<file path="config.mk">
export PLATFORM = sky130hd
export DESIGN_NAME = seven_segment_scanner
export DESIGN_NICKNAME = d
export VERILOG_FILES = /design/src/rtl/seven_segment_scanner.sv
export SDC_FILE = /design/constraint.sdc
export NUM_CORES = 1
export LEC_CHECK = 0
export ABC_AREA = 1
export ABC_CLOCK_PERIOD_IN_PS = 2200
export CAP_MARGIN = 20
export CELL_PAD_IN_SITES_DETAIL_PLACEMENT = 1
export CELL_PAD_IN_SITES_GLOBAL_PLACEMENT = 1
export CORE_UTILIZATION = 49
export CTS_BUF_LIST = sky130_fd_sc_hd__clkbuf_8
export DETAILED_ROUTE_END_ITERATION = 8
export DONT_BUFFER_PORTS = 1
export GPL_ROUTABILITY_DRIVEN = 0
export PLACE_DENSITY_LB_ADDON = 0.1
export SLEW_MARGIN = 20
export SYNTH_ARGS = -nofsm -noshare
export SYNTH_HDL_FRONTEND = slang
export SYNTH_SLANG_ARGS = --single-unit
</file>
<file path="constraint.sdc">
create_clock -name clk -period 2.2 [get_ports clk]
set_input_delay 0.11 -clock clk [delete_from_list [all_inputs] [get_ports clk]]
set_output_delay 0.11 -clock clk [all_outputs]
set_load 0.1 [all_outputs]
</file>
<file path="src/rtl/seven_segment_scanner.sv">
// Four-digit time-multiplexed display scanner feeding a seven-segment decoder.
// Each slot has a blank interval, optional leading-zero suppression, per-digit enables and frame-synchronous updates.
//
//   state    | meaning
//   ---------+-----------------------------------------------------------
//   ST_BLANK | slot counter below BLANK_CYCLES, every anode held dark
//   ST_DRIVE | rest of the slot, the current digit's anode lit if enabled
module seven_segment_scanner #(
  parameter int SLOT_CYCLES  = 100000,
  parameter int BLANK_CYCLES = 1000,
  parameter int LZ_SUPPRESS  = 1
) (
  input  logic        clk,
  input  logic        rst_n,
  input  logic [15:0] value_in,
  input  logic        load,
  input  logic [3:0]  digit_en,
  output logic [3:0]  nibble,
  output logic [3:0]  anode,
  output logic [1:0]  digit_idx,
  output logic        frame_done
);

  localparam int CW = $clog2(SLOT_CYCLES);
  localparam logic [CW-1:0] CNT_LAST = CW'(SLOT_CYCLES - 1);
  localparam logic [0:0] ST_BLANK = 1'b0;
  localparam logic [0:0] ST_DRIVE = 1'b1;

  logic [CW-1:0] cnt, cnt_nxt;
  logic [1:0]    idx_nxt;
  logic [15:0]   shadow, active, active_nxt;
  logic          pending;
  logic          boundary, slot_end, in_blank, lit;
  logic [0:0]    state;
  logic [3:0]    sup, anode_nxt;

  // Outputs are registered from next-cycle values so nibble, anode and
  // digit_idx always describe the slot position held in cnt.
  always_comb begin
    slot_end = (cnt == CNT_LAST);
    boundary = slot_end && (digit_idx == 2'd3);
    cnt_nxt  = slot_end ? '0 : cnt + CW'(1);
    idx_nxt  = slot_end ? digit_idx + 2'd1 : digit_idx;
    if (boundary && load)
      active_nxt = value_in;
    else if (boundary && pending)
      active_nxt = shadow;
    else
      active_nxt = active;
  end

  generate
    if (BLANK_CYCLES == 0) begin : g_no_blank
      assign in_blank = 1'b0;
    end else begin : g_blank
      assign in_blank = (cnt_nxt < CW'(BLANK_CYCLES));
    end
  endgenerate

  always_comb begin
    sup = 4'b0000;
    if (LZ_SUPPRESS != 0) begin
      sup[1] = (active_nxt[15:4]  == 12'h000);
      sup[2] = (active_nxt[15:8]  == 8'h00);
      sup[3] = (active_nxt[15:12] == 4'h0);
    end
    state     = in_blank ? ST_BLANK : ST_DRIVE;
    lit       = digit_en[idx_nxt] & ~sup[idx_nxt];
    anode_nxt = ((state == ST_DRIVE) && lit) ? ~(4'b0001 << idx_nxt) : 4'b1111;
  end

  always_ff @(posedge clk or negedge rst_n) begin
    if (!rst_n) begin
      cnt        <= '0;
      digit_idx  <= 2'd0;
      anode      <= 4'b1111;
      nibble     <= 4'h0;
      shadow     <= 16'h0000;
      active     <= 16'h0000;
      pending    <= 1'b0;
      frame_done <= 1'b0;
    end else begin
      cnt        <= cnt_nxt;
      digit_idx  <= idx_nxt;
      anode      <= anode_nxt;
      nibble     <= active_nxt[{idx_nxt, 2'b00} +: 4];
      active     <= active_nxt;
      frame_done <= boundary;
      if (load)
        shadow <= value_in;
      // A load landing on the boundary goes straight to active, so nothing stays pending.
      if (boundary)
        pending <= 1'b0;
      else if (load)
        pending <= 1'b1;
    end
  end

endmodule

</file>
After elaboration in Yosys (flattened, before gate mapping)
Cells that the tools add are included.
{"block": "op_classes", "n_addsub": 2, "n_lt_le_gt_ge": 2, "eq_ne": 2, "shift": 2, "n_mux": 12, "bitwise_logic": 3, "n_reduce_logical": 8}
{"operator": "$mux W16", "n": 2}
{"operator": "$add A17 B1 Y17 const B", "n": 1}
{"operator": "$eq A17 B17 Y1 const B", "n": 1}
{"operator": "$lt A17 B10 Y1 const B", "n": 1}
{"operator": "$mux W17", "n": 1}
{"operator": "$shiftx A16 B5 Y4", "n": 1}
{"operator": "$logic_not A12 Y1", "n": 1}
{"operator": "$logic_not A8 Y1", "n": 1}
{"operator": "$mux W1", "n": 5}
{"operator": "$bmux W1 S2", "n": 2}
{"operator": "$logic_and A1 B1 Y1", "n": 4}
{"operator": "$logic_not A4 Y1", "n": 1}
{"operator": "$mux W4", "n": 1}
{"operator": "$not A4 Y4", "n": 1}
{"operator": "$shl A1 B2 Y4 const A", "n": 1}
{"operator": "$lt A2 B3 Y1 const B", "n": 1}
{"operator": "$add A2 B1 Y2 const B", "n": 1}
{"operator": "$eq A2 B2 Y1 const B", "n": 1}
{"operator": "$mux W2", "n": 1}
{"operator": "$reduce_bool A2 Y1", "n": 1}
{"operator": "$and A1 B1 Y1", "n": 1}
{"operator": "$not A1 Y1", "n": 1}
{"block": "totals", "ff_bits": 61, "input_bits": 23, "output_inout_bits": 11}

Logic depth before layout (Yosys ltp)
Gate-level depths: netlist of run 1.
{"block": "logic_depth", "depth_word": 12, "ltp_mapped": 16, "depth_no_buf": 16}

Worst setup path before layout of run 1
Ideal clock, no wire load.
{"block": "synth_timing", "path_kind": "reg2reg", "from": "register digit_idx[0]", "to": "register anode[2]", "setup_time_ns": 0.064, "arrival_ns": 2.393, "t_required_ns": 2.136, "slack_ns": -0.257, "stages_incl_launch_ff": 11, "path_cell_list": "dfrtp_1 > ha_1 > buf_2 > nand3_2 > buf_2 > or2_2 > nand2_1 > nand2_1 > nor2_2 > nand3_2 > nand3_1"}
{"block": "synth_between", "elab_chain_cells": 12}
{"element": "start: declaration", "line_no": "20", "source": "output logic [1:0] digit_idx,"}
{"element": "start signal: assignment", "line_no": "84", "source": "digit_idx <= idx_nxt;"}
{"element": "$eq A2 B2 Y1", "line_no": "41", "source": "boundary = slot_end && (digit_idx == 2'd3);"}
{"element": "$logic_and A1 B1 Y1", "line_no": "41"}
{"element": "$logic_and A1 B1 Y1", "line_no": "46", "source": "else if (boundary && pending)"}
{"element": "$mux W16", "line_no": "46"}
{"element": "$mux W16", "line_no": "44", "source": "if (boundary && load)"}
{"element": "$logic_not A12 Y1, or another cell as far along", "line_no": "63", "source": "sup[1] = (active_nxt[15:4] == 12'h000);"}
{"element": "$bmux W1 S2", "line_no": "68", "source": "lit = digit_en[idx_nxt] & ~sup[idx_nxt];"}
{"element": "$mux W1 (not written as such)", "line_no": "68"}
{"element": "$not A1 Y1", "line_no": "68"}
{"element": "$and A1 B1 Y1", "line_no": "68"}
{"element": "$logic_and A1 B1 Y1", "line_no": "69", "source": "anode_nxt = ((state == ST_DRIVE) && lit) ? ~(4'b0001 << idx_nxt) : 4'b1111;"}
{"element": "$mux W4 *", "line_no": "69"}
{"element": "via anode_nxt[2]", "line_no": "35", "source": "logic [3:0] sup, anode_nxt;"}
{"element": "end signal: assignment", "line_no": "85", "source": "anode <= anode_nxt;"}
{"element": "end: declaration", "line_no": "19", "source": "output logic [3:0] anode,"}
The timed path passes the listed nets; every way through them passes the cells marked *. The select of a mux whose other input is x is not followed.
A chain may end at the register's enable or synchronous reset.

Final worst setup path of run 1
{"block": "layout_timing", "from": "register cnt[1]", "to": "register anode[3]"}
{"block": "layout_between", "elab_chain_cells": 12}
{"element": "start: declaration", "line_no": "29", "source": "logic [CW-1:0] cnt, cnt_nxt;"}
{"element": "start signal: assignment", "line_no": "83", "source": "cnt <= cnt_nxt;"}
{"element": "$eq A17 B17 Y1 *", "line_no": "40", "source": "slot_end = (cnt == CNT_LAST);"}
{"element": "$logic_and A1 B1 Y1 *", "line_no": "41"}
{"element": "$logic_and A1 B1 Y1", "line_no": "46"}
{"element": "$mux W16", "line_no": "46"}
{"element": "$mux W16 *", "line_no": "44"}
{"element": "via active_nxt[8]", "line_no": "31", "source": "logic [15:0] shadow, active, active_nxt;"}
{"element": "$logic_not A12 Y1 or $logic_not A8 Y1 (tied branches)", "line_no": "63, 64"}
{"element": "$bmux W1 S2 *", "line_no": "68"}
{"element": "$mux W1 (not written as such) *", "line_no": "68"}
{"element": "$not A1 Y1 *", "line_no": "68"}
{"element": "$and A1 B1 Y1 *", "line_no": "68"}
{"element": "$logic_and A1 B1 Y1 *", "line_no": "69"}
{"element": "$mux W4 *", "line_no": "69"}
{"element": "via anode_nxt[3]", "line_no": "35"}
Marks and branches as above.

==> flow_metrics.env, run 1 <==
export IMPL_row_count=28
export IMPL_max_stage_delay_ps=420
export IMPL_grtUsageTotal_pct=36.70
export IMPL_yosysMostFrequentCell="nand2_1"
export IMPL_critical_path_class="flop to flop"
export IMPL_root_buffer="clkbuf_8"
export IMPL_status="finished with violations"
export IMPL_placed_cells=500
export IMPL_synth_distinct_cells=39
export IMPL_numCtsBuffers=9
export IMPL_fin_area_um2=4185
export IMPL_yosysSeqAreaShare_pct=48.48
export IMPL_postRouteWirelength_mm=14.80
export IMPL_core_um2=6061
export IMPL_cp_slowest_cell="dfrtp_1"
export IMPL_fin_cells=548
export IMPL_path_max_fanout=7
export IMPL_final_seq_area_um2=1534
export IMPL_slew_limit_headroom_pct=40.90
export IMPL_multi_input_area_um2=1543
export IMPL_p_total_mw=2.163
export IMPL_final_antenna_net_count=0
export IMPL_clock_sinks=61
export IMPL_drtPass1Iterations=5
export IMPL_syn2layout_area_growth_pct=32.48
export IMPL_reg2regPathDepth=15
export IMPL_crit_arrival_ps=2720
export IMPL_async_reset_ff_share_pct=100.0
export IMPL_syn_area_per_cell_um2=7.958
export IMPL_min_delay_start="value_in[9]"
export IMPL_worstMarginPinSlew_ps=887.0
export IMPL_viasPerCell=6.248
export IMPL_holdPathEnd="active[9]"
export IMPL_die_h_um=82.30
export IMPL_layout_nets=494
export IMPL_cellLeakagePower_nw=2.061
export IMPL_yosys_top_cells_count="117 x nand2_1, 57 x dfrtp_1, 57 x inv_1"
export IMPL_synth_top_cell_by_area="dfrtp_1"
export IMPL_cp_start_kind="flop"
export IMPL_synth_top_area_share_pct=45.15
export IMPL_synth_area_leaders="dfrtp_1 45%, nand2_1 14%, inv_1 6.8%"
export IMPL_first_global_vias=3376
export IMPL_antenna_found_initial=0
export IMPL_synth_ff_type="dfrtp_1"
export IMPL_grt_max_degree=62
export IMPL_cpLargestDelayFamily="simple AND/OR/NAND/NOR gates"
export IMPL_port_buffers=0
export IMPL_htreeDepth=3
export IMPL_r2r_end="anode[3]"
export IMPL_path_clk_slew_ps=70
export IMPL_maxCapViolCount=0
export IMPL_yosysWarnings=0
export IMPL_start_util_pct=52.13
export IMPL_cp_required_ps=2480
export IMPL_worst_setup_path_end_kind="flop"
export IMPL_r2r_start="cnt[1]"
export IMPL_setup_ws_ps=-236.4
export IMPL_power_density_nw_per_um2=516.8
export IMPL_place_ws_ps=-37.15
export IMPL_ir_drop_uv=468.0
export IMPL_ys_ff_latch=61
export IMPL_rrSetupSlack_ps=-240
export IMPL_fin_worst_skew_ps=12.43
export IMPL_num_vias=3424
export IMPL_startpoint="cnt[1]"
export IMPL_layout_drive_gt1_share_pct=27.91
export IMPL_finalSetupViolCount=8
export IMPL_worstSkewPairLatency_ps=370
export IMPL_grt_pass1_wl_mm=17.25
export IMPL_cts_tree="yes"
export IMPL_drc_errors=0
export IMPL_synth_area_um2=3159
export IMPL_fin_crit_sh_pct=110.7
export IMPL_clockBufferDepth=2
export IMPL_insertedDiodeCount=0
export IMPL_hp_class="input port to flop"
export IMPL_synth_nets=422
export IMPL_grt_overflow_total=0
export IMPL_final_max_slew_viol_count=0
export IMPL_hpwl_mm=6.404
export IMPL_crit_chain="ha_4 > nand3_4 > clkinv_4 > nand3_4 > nor2_8 > nand3_4 > buf_6 > nand2_1 > nand3_1 > nand2_1 > nor2_2 > nand2_1 > nand2_1 > nand3_4 > nand3_1"
export IMPL_netlist_instances=397
export IMPL_synth_edf_count=0
export IMPL_violations="negative setup slack"
export IMPL_filler_cell_count=705
export IMPL_hold_viol_final=0
export IMPL_cp_num_buf_inv=2
export IMPL_fin_crit_ps=2436
export IMPL_postLayoutCoreUtil_pct=69.05
export IMPL_die_width_um=82.30
export IMPL_place_area_um2=3477
export IMPL_rsz0062_at_grt="yes"
export IMPL_design_die_area_um2=6772
export IMPL_drtIter0Drc=301
export IMPL_ios=34
export IMPL_hold_path_cell_count=3
export IMPL_routedWlPerCell_um=27.01
export IMPL_fmax_mhz=410.4
## report_power, final
part           switching, mW  total, mW  internal, mW  leakage (nW)
Combinational         0.0761      0.116        0.0403          1.22
Sequential            0.0172       1.16          1.15         0.750
Clock                  0.497      0.882         0.385        0.0924
Total                  0.590       2.16          1.57          2.06
## cells in the final DEF, fill, tap and decap left out, types with 5 or more instances in the layout
cell type and n:
nor2_1 26, dfrtp_1 55, inv_1 59, nor2_2 6, nor2_4 5, nand3_1 22, nand3_4 6, inv_2 6
clkbuf_8 9, nand2_1 107, nand3_2 8, dlygate4sd3_1 18, o21ai_0 21, nand4_1 9, xor2_1 6, buf_4 47
nand2_2 10
## metal layers
metal,GRT usage (%),vias to the layer above,routed length (um)
met4,24.21,0,1209
met5,0,-,0
met3,7.802,112,1048
met2,66.61,246,7339
li1,-,1394,-
met1,37.86,1672,5204
## through the flow
step / hold WS [ps] / setup TNS [ps]
after global routing: 37.13 / -2883
after CTS: 11.39 / 0
after floorplan: -185.6 / 0
final: 33.04 / -1361
after detailed placement: -184.0 / -130.4
after global placement: -183.8 / 0
## cell type report
type | instances | share of cell area [%]
Clock buffer | 9 | 2.960
Tap cell | 75 | 2.242
Inverter | 66 | 6.188
Timing Repair Buffer | 70 | 14.47
Sequential cell | 61 | 36.65
Multi-Input combinational cell | 261 | 36.86
Clock inverter | 6 | 0.6278
## state kept, by name, summed over array words and instances, names as in the netlist
register    flops
digit_idx       2
frame_done      1
cnt            17
anode           4
pending         1
active         16
shadow         16
nibble          4
## worst register-to-register path: cells and delay by family (launching register included)
family        cells  cell delay [ps]
buf+inv           2              300
simple gates     12             1450
flops             1              420
fa+ha+maj         1              190
## kinds of logic after synthesis
group / after synthesis / synth area share, %
and+or+nand+nor: 212 / 30.85
adders and majority gates: 2 / 0.7920
buffers and inverters: 75 / 9.703
DFF: 61 / 48.48
xor gates and xnor gates: 7 / 2.535
AOI/OAI and AO/OA: 40 / 7.644
## worst max path at each step
stage	to	slack, ps	cells past startpoint
2_1_floorplan	anode[2]	80	10
3_3_place_gp	anode[2]	50	12
3_5_place_dp	anode[2]	-40	14
4_1_cts	anode[0]	7	14
5_1_grt	anode[3]	-540	12
6_report	anode[3]	-240	15
## repair_timing
action / CTS / global route
endpoints found under the hold margin: 85 / 0
hold buffers: 19 / 0
pin swaps: 2 / 18
buffers inserted: 5 / 9
setup endpoints to repair: 6 / 12
resized for setup: 9 / 52
(Power assumes the default switching activity.)
==> run 2, diff against run 1 <==
Settings changed: ABC_CLOCK_PERIOD_IN_PS 2200 to 2300, GPL_ROUTABILITY_DRIVEN 0 to unset.
Clock period 2.2 ns to 2.3 ns, I/O delays scaled along.
==> run 2 against run 1 <==
  * The flow still finishes with violations (negative setup slack)
  * Sequential cell count stayed put
  * Wire length shrank 21%
  * Final cell count decreased by 2.9%
  * Total power down 4.8%
  * Largest cell class is now sequential cells
  * Largest power group unchanged
  * Highest routed layer unchanged
==> flow_metrics.env, run 2 (same netlist as run 1, synthesis figures left out) <==
export IMPL_status="finished with violations"
export IMPL_violations="negative setup slack"
export IMPL_clockBufferDepth=2
export IMPL_first_global_vias=3152
export IMPL_cp_required_ps=2590
export IMPL_root_buffer="clkbuf_8"
export IMPL_holdPathEnd="active[13]"
export IMPL_setup_ws_ps=-71.88
export IMPL_top_register="cnt"
export IMPL_timing_hold_ws_ps=47.46
export IMPL_place_congestion=0.8918
export IMPL_power_density_nw_per_um2=514.5
export IMPL_path_clk_slew_ps=80
export IMPL_port_buffers=0
export IMPL_grt_overflow_total=0
export IMPL_row_count=28
export IMPL_htreeDepth=3
export IMPL_finalSetupViolCount=4
export IMPL_r2r_end="anode[1]"
export IMPL_core_um2=6061
export IMPL_hold_path_cell_count=3
export IMPL_path_max_fanout=4
export IMPL_slew_limit_headroom_pct=38.28
export IMPL_hpwl_mm=6.343
export IMPL_postLayoutCoreUtil_pct=66.00
export IMPL_worst_setup_path_end_kind="flop"
export IMPL_place_area_um2=3342
export IMPL_place_ws_ps=-51.05
export IMPL_fin_crit_sh_pct=103.1
export IMPL_fin_setup_tns_ps=-237.9
export IMPL_grtUsageTotal_pct=30.82
export IMPL_maxCapViolCount=0
export IMPL_design_die_area_um2=6772
export IMPL_largest_reg_flops=17
export IMPL_routedWlPerCell_um=22.06
export IMPL_mostFrequentLayoutCell="nand2_1"
export IMPL_clock_sinks=61
export IMPL_grt_pass1_wl_mm=14.77
export IMPL_die_width_um=82.30
export IMPL_fin_worst_skew_ps=11.23
export IMPL_layout_drive_gt1_share_pct=22.98
export IMPL_die_h_um=82.30
export IMPL_fmax_mhz=421.6
export IMPL_antenna_found_initial=0
export IMPL_cts_tree="yes"
export IMPL_r2r_start="cnt[0]"
export IMPL_ios=34
export IMPL_layout_nets=477
export IMPL_cp_start_kind="flop"
export IMPL_top_regs="cnt (17), active (16), shadow (16)"
export IMPL_fin_area_um2=4000
export IMPL_hold_viol_final=0
export IMPL_most_common_layout_cells="113 x nand2_1, 56 x inv_1, 55 x dfrtp_1, 29 x buf_4"
export IMPL_fin_crit_ps=2372
export IMPL_num_vias=3053
export IMPL_drtIter0Drc=145
export IMPL_viasPerCell=5.739
export IMPL_drc_errors=0
export IMPL_cellLeakagePower_nw=1.969
export IMPL_drtPass1Iterations=4
export IMPL_final_antenna_net_count=0
export IMPL_final_max_slew_viol_count=0
export IMPL_worstMarginPinSlew_ps=926.4
export IMPL_reg2regPathDepth=14
export IMPL_hp_class="input port to flop"
export IMPL_critical_path_class="flop to flop"
export IMPL_ir_drop_uv=477.0
export IMPL_syn2layout_area_growth_pct=26.61
export IMPL_grt_max_degree=62
export IMPL_rsz0062_at_grt="yes"
export IMPL_worstSkewPairLatency_ps=370
export IMPL_crit_arrival_ps=2660
export IMPL_insertedDiodeCount=0
export IMPL_numCtsBuffers=9
export IMPL_rrSetupSlack_ps=-70
export IMPL_min_delay_start="value_in[13]"
export IMPL_postRouteWirelength_mm=11.73
export IMPL_start_util_pct=52.13
==> run 2: cell types whose count changed in the layout (fill, tap and decap cells not counted), moves of 3 or more <==
cell	change
inv_2	+3
o21ai_2	-4
o21ai_0	+3
buf_4	-18
inv_1	-3
nand2_1	+6
buf_6	-3
nand2_2	-6
nand3_1	+3
==> run 2: worst max-delay path, stage by stage, from the launching register on <==
cell and delay (ps):
dfrtp_1 410, ha_4 170, nand3_4 90, clkinv_2 120
nand3_4 130, nor2_8 140, buf_4 150, xor2_4 240
nand2_2 170, inv_2 150, nand2_1 90, nand2_1 70
nor2_1 70, a21oi_4 190, nand3_2 100
==> run 2: worst max path at each step <==
| stage | cells after the start | startpoint | slack [ps] | end |
|---|---|---|---|---|
| after detailed placement | 13 | cnt[0] | -50 | anode[3] |
| after floorplan | 10 | digit_idx[0] | 180 | anode[2] |
| after CTS | 14 | cnt[0] | 0.6 | anode[1] |
| final | 14 | cnt[0] | -70 | anode[1] |
| after global routing | 16 | cnt[14] | -190 | anode[3] |
| after global placement | 13 | cnt[0] | 30 | anode[3] |
==> run 2: metrics by stage <==
stage	power, mW	std cells
global placement	1.162	482
detailed placement	1.165	482
finish	2.058	532
CTS	2.025	523
floorplan	1.157	397
global route	2.107	532
==> run 2: power breakdown <==
group          switching [mW]  total, mW  internal [mW]
clock network           0.465      0.839          0.375
registers              0.0147       1.11           1.10
logic                  0.0666      0.106         0.0396
total                   0.546       2.06           1.51
==> run 2: repair_timing <==
action                     in CTS  in global routing
setup endpoints to repair       4                  8
hold buffers                   20                  0
setup buffers                   5                  7
cloned                          0                  2
gates resized for setup         3                 35
pin swaps                       2                 11
hold endpoints to repair       88                  0
==> run 2: routing by layer <==
layer | wire length, um | track usage (%) | vias up
met1 | 4377 | 31.03 | 1540
met2 | 6246 | 58.93 | 112
met5 | 0 | 0 | -
li1 | - | - | 1361
met4 | 501 | 14.39 | 0
met3 | 609 | 7.473 | 40
==> run 2: cell type report <==
type | instances | area, um2
clock buffers | 9 | 123.9
clock inverters | 7 | 35.03
fillers | 732 | 2061
inverters | 66 | 251.5
multi-input cells | 263 | 1495
flip-flops and latches | 61 | 1534
well taps | 75 | 93.84
repair buffers | 51 | 466.7
